### config.mk
export PLATFORM = sky130hd
export DESIGN_NAME = decoder_rr_arbiter
export DESIGN_NICKNAME = d
export VERILOG_FILES = /design/src/rtl/decoder_rr_arbiter_pkg.sv /design/src/rtl/decoder_rr_arbiter_decoder_4x16_en.sv /design/src/rtl/decoder_rr_arbiter.sv
export SDC_FILE = /design/constraint.sdc
export NUM_CORES = 1
export LEC_CHECK = 0
export CORE_MARGIN = 1.5
export CORE_UTILIZATION = 35
export CTS_BUF_LIST = sky130_fd_sc_hd__clkbuf_4
export CTS_CLUSTER_DIAMETER = 150
export DETAILED_ROUTE_END_ITERATION = 10
export GPL_TIMING_DRIVEN = 0
export MAX_ROUTING_LAYER = met4
export PLACE_DENSITY = 0.67
export SLEW_MARGIN = 10
export SYNTH_ARGS = -nofsm -noshare
export SYNTH_HDL_FRONTEND = slang
export SYNTH_SLANG_ARGS = --single-unit
### constraint.sdc
create_clock -name clk -period 4.2 [get_ports clk]
set_input_delay 0.84 -clock clk [delete_from_list [all_inputs] [get_ports clk]]
set_output_delay 0.84 -clock clk [all_outputs]
set_load 0.01 [all_outputs]
### src/rtl/decoder_rr_arbiter_pkg.sv
// Shared types and sizes for the 16-way round-robin arbiter and its grant decoder.
package decoder_rr_arbiter_pkg;

  localparam int N_REQ = 16;
  localparam int IDX_W = 4;

  typedef enum logic [1:0] {
    IDLE  = 2'd0,
    GRANT = 2'd1,
    GAP   = 2'd2
  } arb_state_t;

endpackage

### src/rtl/decoder_rr_arbiter_decoder_4x16_en.sv
// Enabled 4-to-16 decoder turning the registered winner index into a one-hot grant.
module decoder_4x16_en
  import decoder_rr_arbiter_pkg::*;
(
  input  logic [IDX_W-1:0] gnt_idx,
  input  logic             gnt_valid,
  output logic [N_REQ-1:0] gnt
);

  always_comb begin
    gnt = '0;
    if (gnt_valid) gnt[gnt_idx] = 1'b1;
  end

endmodule

### src/rtl/decoder_rr_arbiter.sv
// Round-robin arbiter for 16 requesters with request/release handshake,
// one-cycle turnaround gap between grants and an optional hold timeout.
module decoder_rr_arbiter
  import decoder_rr_arbiter_pkg::*;
#(
  parameter int MAX_HOLD = 16,
  parameter int CNT_W    = 8
) (
  input  logic             clk,
  input  logic             rst,
  input  logic             en,
  input  logic [N_REQ-1:0] req,
  output logic [N_REQ-1:0] gnt,
  output logic [IDX_W-1:0] gnt_idx,
  output logic             gnt_valid,
  output logic             preempt
);

  localparam logic [CNT_W-1:0] HOLD_SAT  = CNT_W'(MAX_HOLD);
  localparam logic [CNT_W-1:0] HOLD_LAST = CNT_W'((MAX_HOLD == 0) ? 0 : MAX_HOLD - 1);

  arb_state_t       state;
  logic [IDX_W-1:0] ptr;
  logic [CNT_W-1:0] hold_cnt;
  logic [IDX_W-1:0] winner;
  logic             others_pending;
  logic             timeout;

  // Rotate so ptr lands on bit 0, take the lowest set bit, then undo the rotation.
  function automatic logic [IDX_W-1:0] rr_pick(input logic [N_REQ-1:0] r,
                                               input logic [IDX_W-1:0] p);
    logic [2*N_REQ-1:0] dbl;
    logic [N_REQ-1:0]   rot;
    logic [IDX_W-1:0]   off;
    dbl = {r, r} >> p;
    rot = dbl[N_REQ-1:0];
    off = '0;
    for (int i = N_REQ - 1; i >= 0; i--) begin
      if (rot[i]) off = IDX_W'(i);
    end
    return p + off;
  endfunction

  assign winner         = rr_pick(req, ptr);
  assign others_pending = |(req & ~gnt);
  assign timeout        = (MAX_HOLD != 0) && (hold_cnt == HOLD_LAST);

  always_ff @(posedge clk) begin
    if (rst) begin
      state     <= IDLE;
      gnt_idx   <= '0;
      gnt_valid <= 1'b0;
      preempt   <= 1'b0;
      ptr       <= '0;
      hold_cnt  <= '0;
    end else begin
      preempt <= 1'b0;
      case (state)
        IDLE, GAP: begin
          if (en && (|req)) begin
            state     <= GRANT;
            gnt_idx   <= winner;
            gnt_valid <= 1'b1;
            hold_cnt  <= '0;
          end else begin
            state     <= IDLE;
            gnt_valid <= 1'b0;
          end
        end
        GRANT: begin
          if (hold_cnt != HOLD_SAT) hold_cnt <= hold_cnt + 1'b1;
          // Release takes precedence, so a holder dropping on its last cycle is not flagged as preempted.
          if (!req[gnt_idx]) begin
            state     <= GAP;
            gnt_valid <= 1'b0;
            ptr       <= gnt_idx + IDX_W'(1);
          end else if (timeout && others_pending) begin
            state     <= GAP;
            gnt_valid <= 1'b0;
            ptr       <= gnt_idx + IDX_W'(1);
            preempt   <= 1'b1;
          end
        end
        default: begin
          state     <= IDLE;
          gnt_valid <= 1'b0;
        end
      endcase
    end
  end

  decoder_4x16_en u_decoder (
    .gnt_idx  (gnt_idx),
    .gnt_valid(gnt_valid),
    .gnt      (gnt)
  );

endmodule

==> impl_metrics.csv <==
group,metric,value,unit
status,status,"complete, no violations",
floorplan,num_rows,31,
route,drt_iter0_drc,136,
timing,setup_viol,0,
timing,slew_violations,0,
yosys,synthMuxAreaShare,25.8,%
clocking,clkLatencyLatePin,310,ps
yosys,synth-xor-area-share,2.71,%
timing,setup_slack,77.7,ps
setup_path,crit_type,"input port to flip-flop",
route,avgRoutedWirePerCell,16.6,um
yosys,synth_cell_types,61,
route,via_per_inst,5.93,
clocking,cts.sinks,20,
floorplan,initial_core_util,35.8,%
final_layout,area_growth,21.6,%
worst_hold_path,whs_path_depth,2,
yosys,yosys-top-cells-area,"mux4_2 (18%), dfxtp_1 (15%), nor2_1 (4.5%)",
place,place_area,3100,um^2
yosys,ys.flop_type,"dfxtp_1",
timing,worst_pin_slew,654,ps
yosys,synth_seq_cells,20,
yosys,synth_edf_count,0,
place,place.detailed.hpwl,5590,um
yosys,syn_inst,304,
floorplan,fp.dieArea,7910,um^2
clocking,cts_htree_levels,1,
timing,post-route-period-util,98.2,%
floorplan,die_x,89.0,um
yosys,yosysSeqAreaShare,15.5,%
setup_path,reg2reg_slack,320,ps
global_routing,grt.total_usage,19.7,%
global_routing,grt_first_pass_wirelength,12100,um
yosys,synth_area_per_cell,8.51,um^2
yosys,netlist_area,2590,um^2
power,power.leakage,1.12,nW
route,dr.pass1.iters,4,
setup_path,cp-end-kind,"flip-flop",
clocking,root_buffer,"clkbuf_4",
route,drc_errors,0,
final_layout,design_area,3140,um^2
yosys,ys_top_cells_by_count,"nor2_1 (31), a21oi_1 (21), mux4_2 (21)",
clocking,hold_buffers,0,
global_routing,grt_pass1_vias,2536,
yosys,synth-compound-area-share,19.0,%
floorplan,ios,41,
place,port-buffer-count,39,
clocking,cts_tree,"built",
power,peakVddDrop,223,uV
worst_hold_path,hp-class,"flip-flop to flip-flop",
setup_path,cp_max_fo,8,
yosys,synth_top_cell_area_share,18.3,%
timing,timing.fmax,243,MHz
setup_path,reg2reg_depth,14,
global_routing,grt_remaining_overflow,0,
setup_path,required,4440,ps
final_layout,nets,378,
global_routing,grt_max_degree,13,
final_layout,diodes,0,
clocking,ctsLongestPathBuffers,2,
setup_path,worst_setup_path_start_kind,"input port",
yosys,yosys.area.top_type,"mux4_2",
timing,hold_viol_final,0,
route,drt_wl_total,7430,um
yosys,synth_fa_ha_area_share,5.13,%
yosys,ys_warn_count,0,
route,vias,2651,
yosys,synth_top_family_by_area,"simple AND/OR/NAND/NOR gates",
clocking,clkTransAtPathRegs,120,ps
place,post-place-ws,-528,ps
yosys,async_flop_share,0,%
timing,holdWs,507,ps
floorplan,core,7210,um^2
setup_path,crit_arrival,4360,ps
timing,period_minus_slack,4120,ps
job,drv_cap,0,
timing,maxSlewHeadroom,56.2,%
final_layout,drive_above_1_share,12.6,%
final_layout,fin_util,43.6,%
yosys,synthSimpleGateAreaFrac,26.6,%
yosys,synth.most_common_cell,"nor2_1",
global_routing,antenna_found_initial,0,
clocking,numCtsBuffers,3,
place,gp_congestion,0.935,
floorplan,die_h,89.0,um
route,drt.antenna.violating_nets,0,
yosys,postSynthNetCount,333,
power,powerDensity,244,nW/um^2
timing,clock_skew,5.10,ps
## layer usage
layer	GRT usage [%]	wire length, um
met5	-	0
met4	4.76	70
met3	1.66	320
met2	32.9	3640
met1	26.2	3400
## placed cells by master (no fill, tap or decap), types with 6 or more instances in the layout
cell type,instances
nand2_1,19
nand2b_1,7
nor2_1,31
dfxtp_1,20
o21ai_0,8
mux4_2,21
dlygate4sd2_1,16
ha_1,9
nor3_1,12
clkbuf_1,13
nand3_1,9
nor4_1,6
clkdlybuf4s50_1,23
mux2_2,6
mux2i_1,10
a21oi_1,20
inv_1,10
## cell type report
cell class	count	area, um^2
inverters	12	45.0
clock buffers	3	22.5
repair buffers	40	378
plain buffers	20	92.6
multi-input cells	252	2050
well taps	99	124
flip-flops and latches	20	400
fillers	762	4070
clock inverters	1	30.0
## kinds of logic after synthesis
kind of cell | count (synthesis)
compound gates | 73
xor+xnor | 8
fa+ha+maj | 10
buf+inv | 32
flops | 20
mux | 38
simple gates | 123
## power breakdown
part	leakage (nW)	total (W)	internal, W	switching [W]
sequential	0.162	0.000210	0.000200	0.00000997
clock	0.0279	0.000159	0.0000965	0.0000621
combinational	0.928	0.000398	0.000177	0.000220
## state kept, by name (all words and copies together) (netlist names)
register	cells
gnt_valid	1
ptr	4
preempt	1
state	2
hold_cnt	8
gnt_idx	4
## path summary, 6_finish.rpt
| check | start | to |
|---|---|---|
| hold / removal | hold_cnt[1] | hold_cnt[1] |
| hold reg to reg | hold_cnt[1] | hold_cnt[1] |
| setup reg to reg | ptr[1] | gnt_idx[3] |
| setup / recovery | req[14] | gnt_idx[3] |
## worst max-delay path, stage by stage
cell           delay, ps
dlygate4sd2_1        350
mux4_2               540
mux4_2               490
and4bb_2             330
o21ai_1               70
o2bb2ai_1            120
and3b_1              180
o311a_1              340
ha_1                 300
a21o_1               170
a21oi_2              150
nand2b_1              70
a211o_1              280
o211ai_2             130
## metrics by stage
step                      TNS (ps)  instances  power [W]
final                            0        447   0.000766
after detailed placement     -1020        442   0.000605
after floorplan                  0        304   0.000490
after CTS                        0        446   0.000756
after global placement        -942        442   0.000600
after global routing         -9.87        447   0.000810
## timing repair
item,CTS,global route
gates resized for setup,16,1
setup buffers,0,1
endpoints found under the setup margin,1,1
pin swaps,0,1
(Power assumes the default switching activity.)
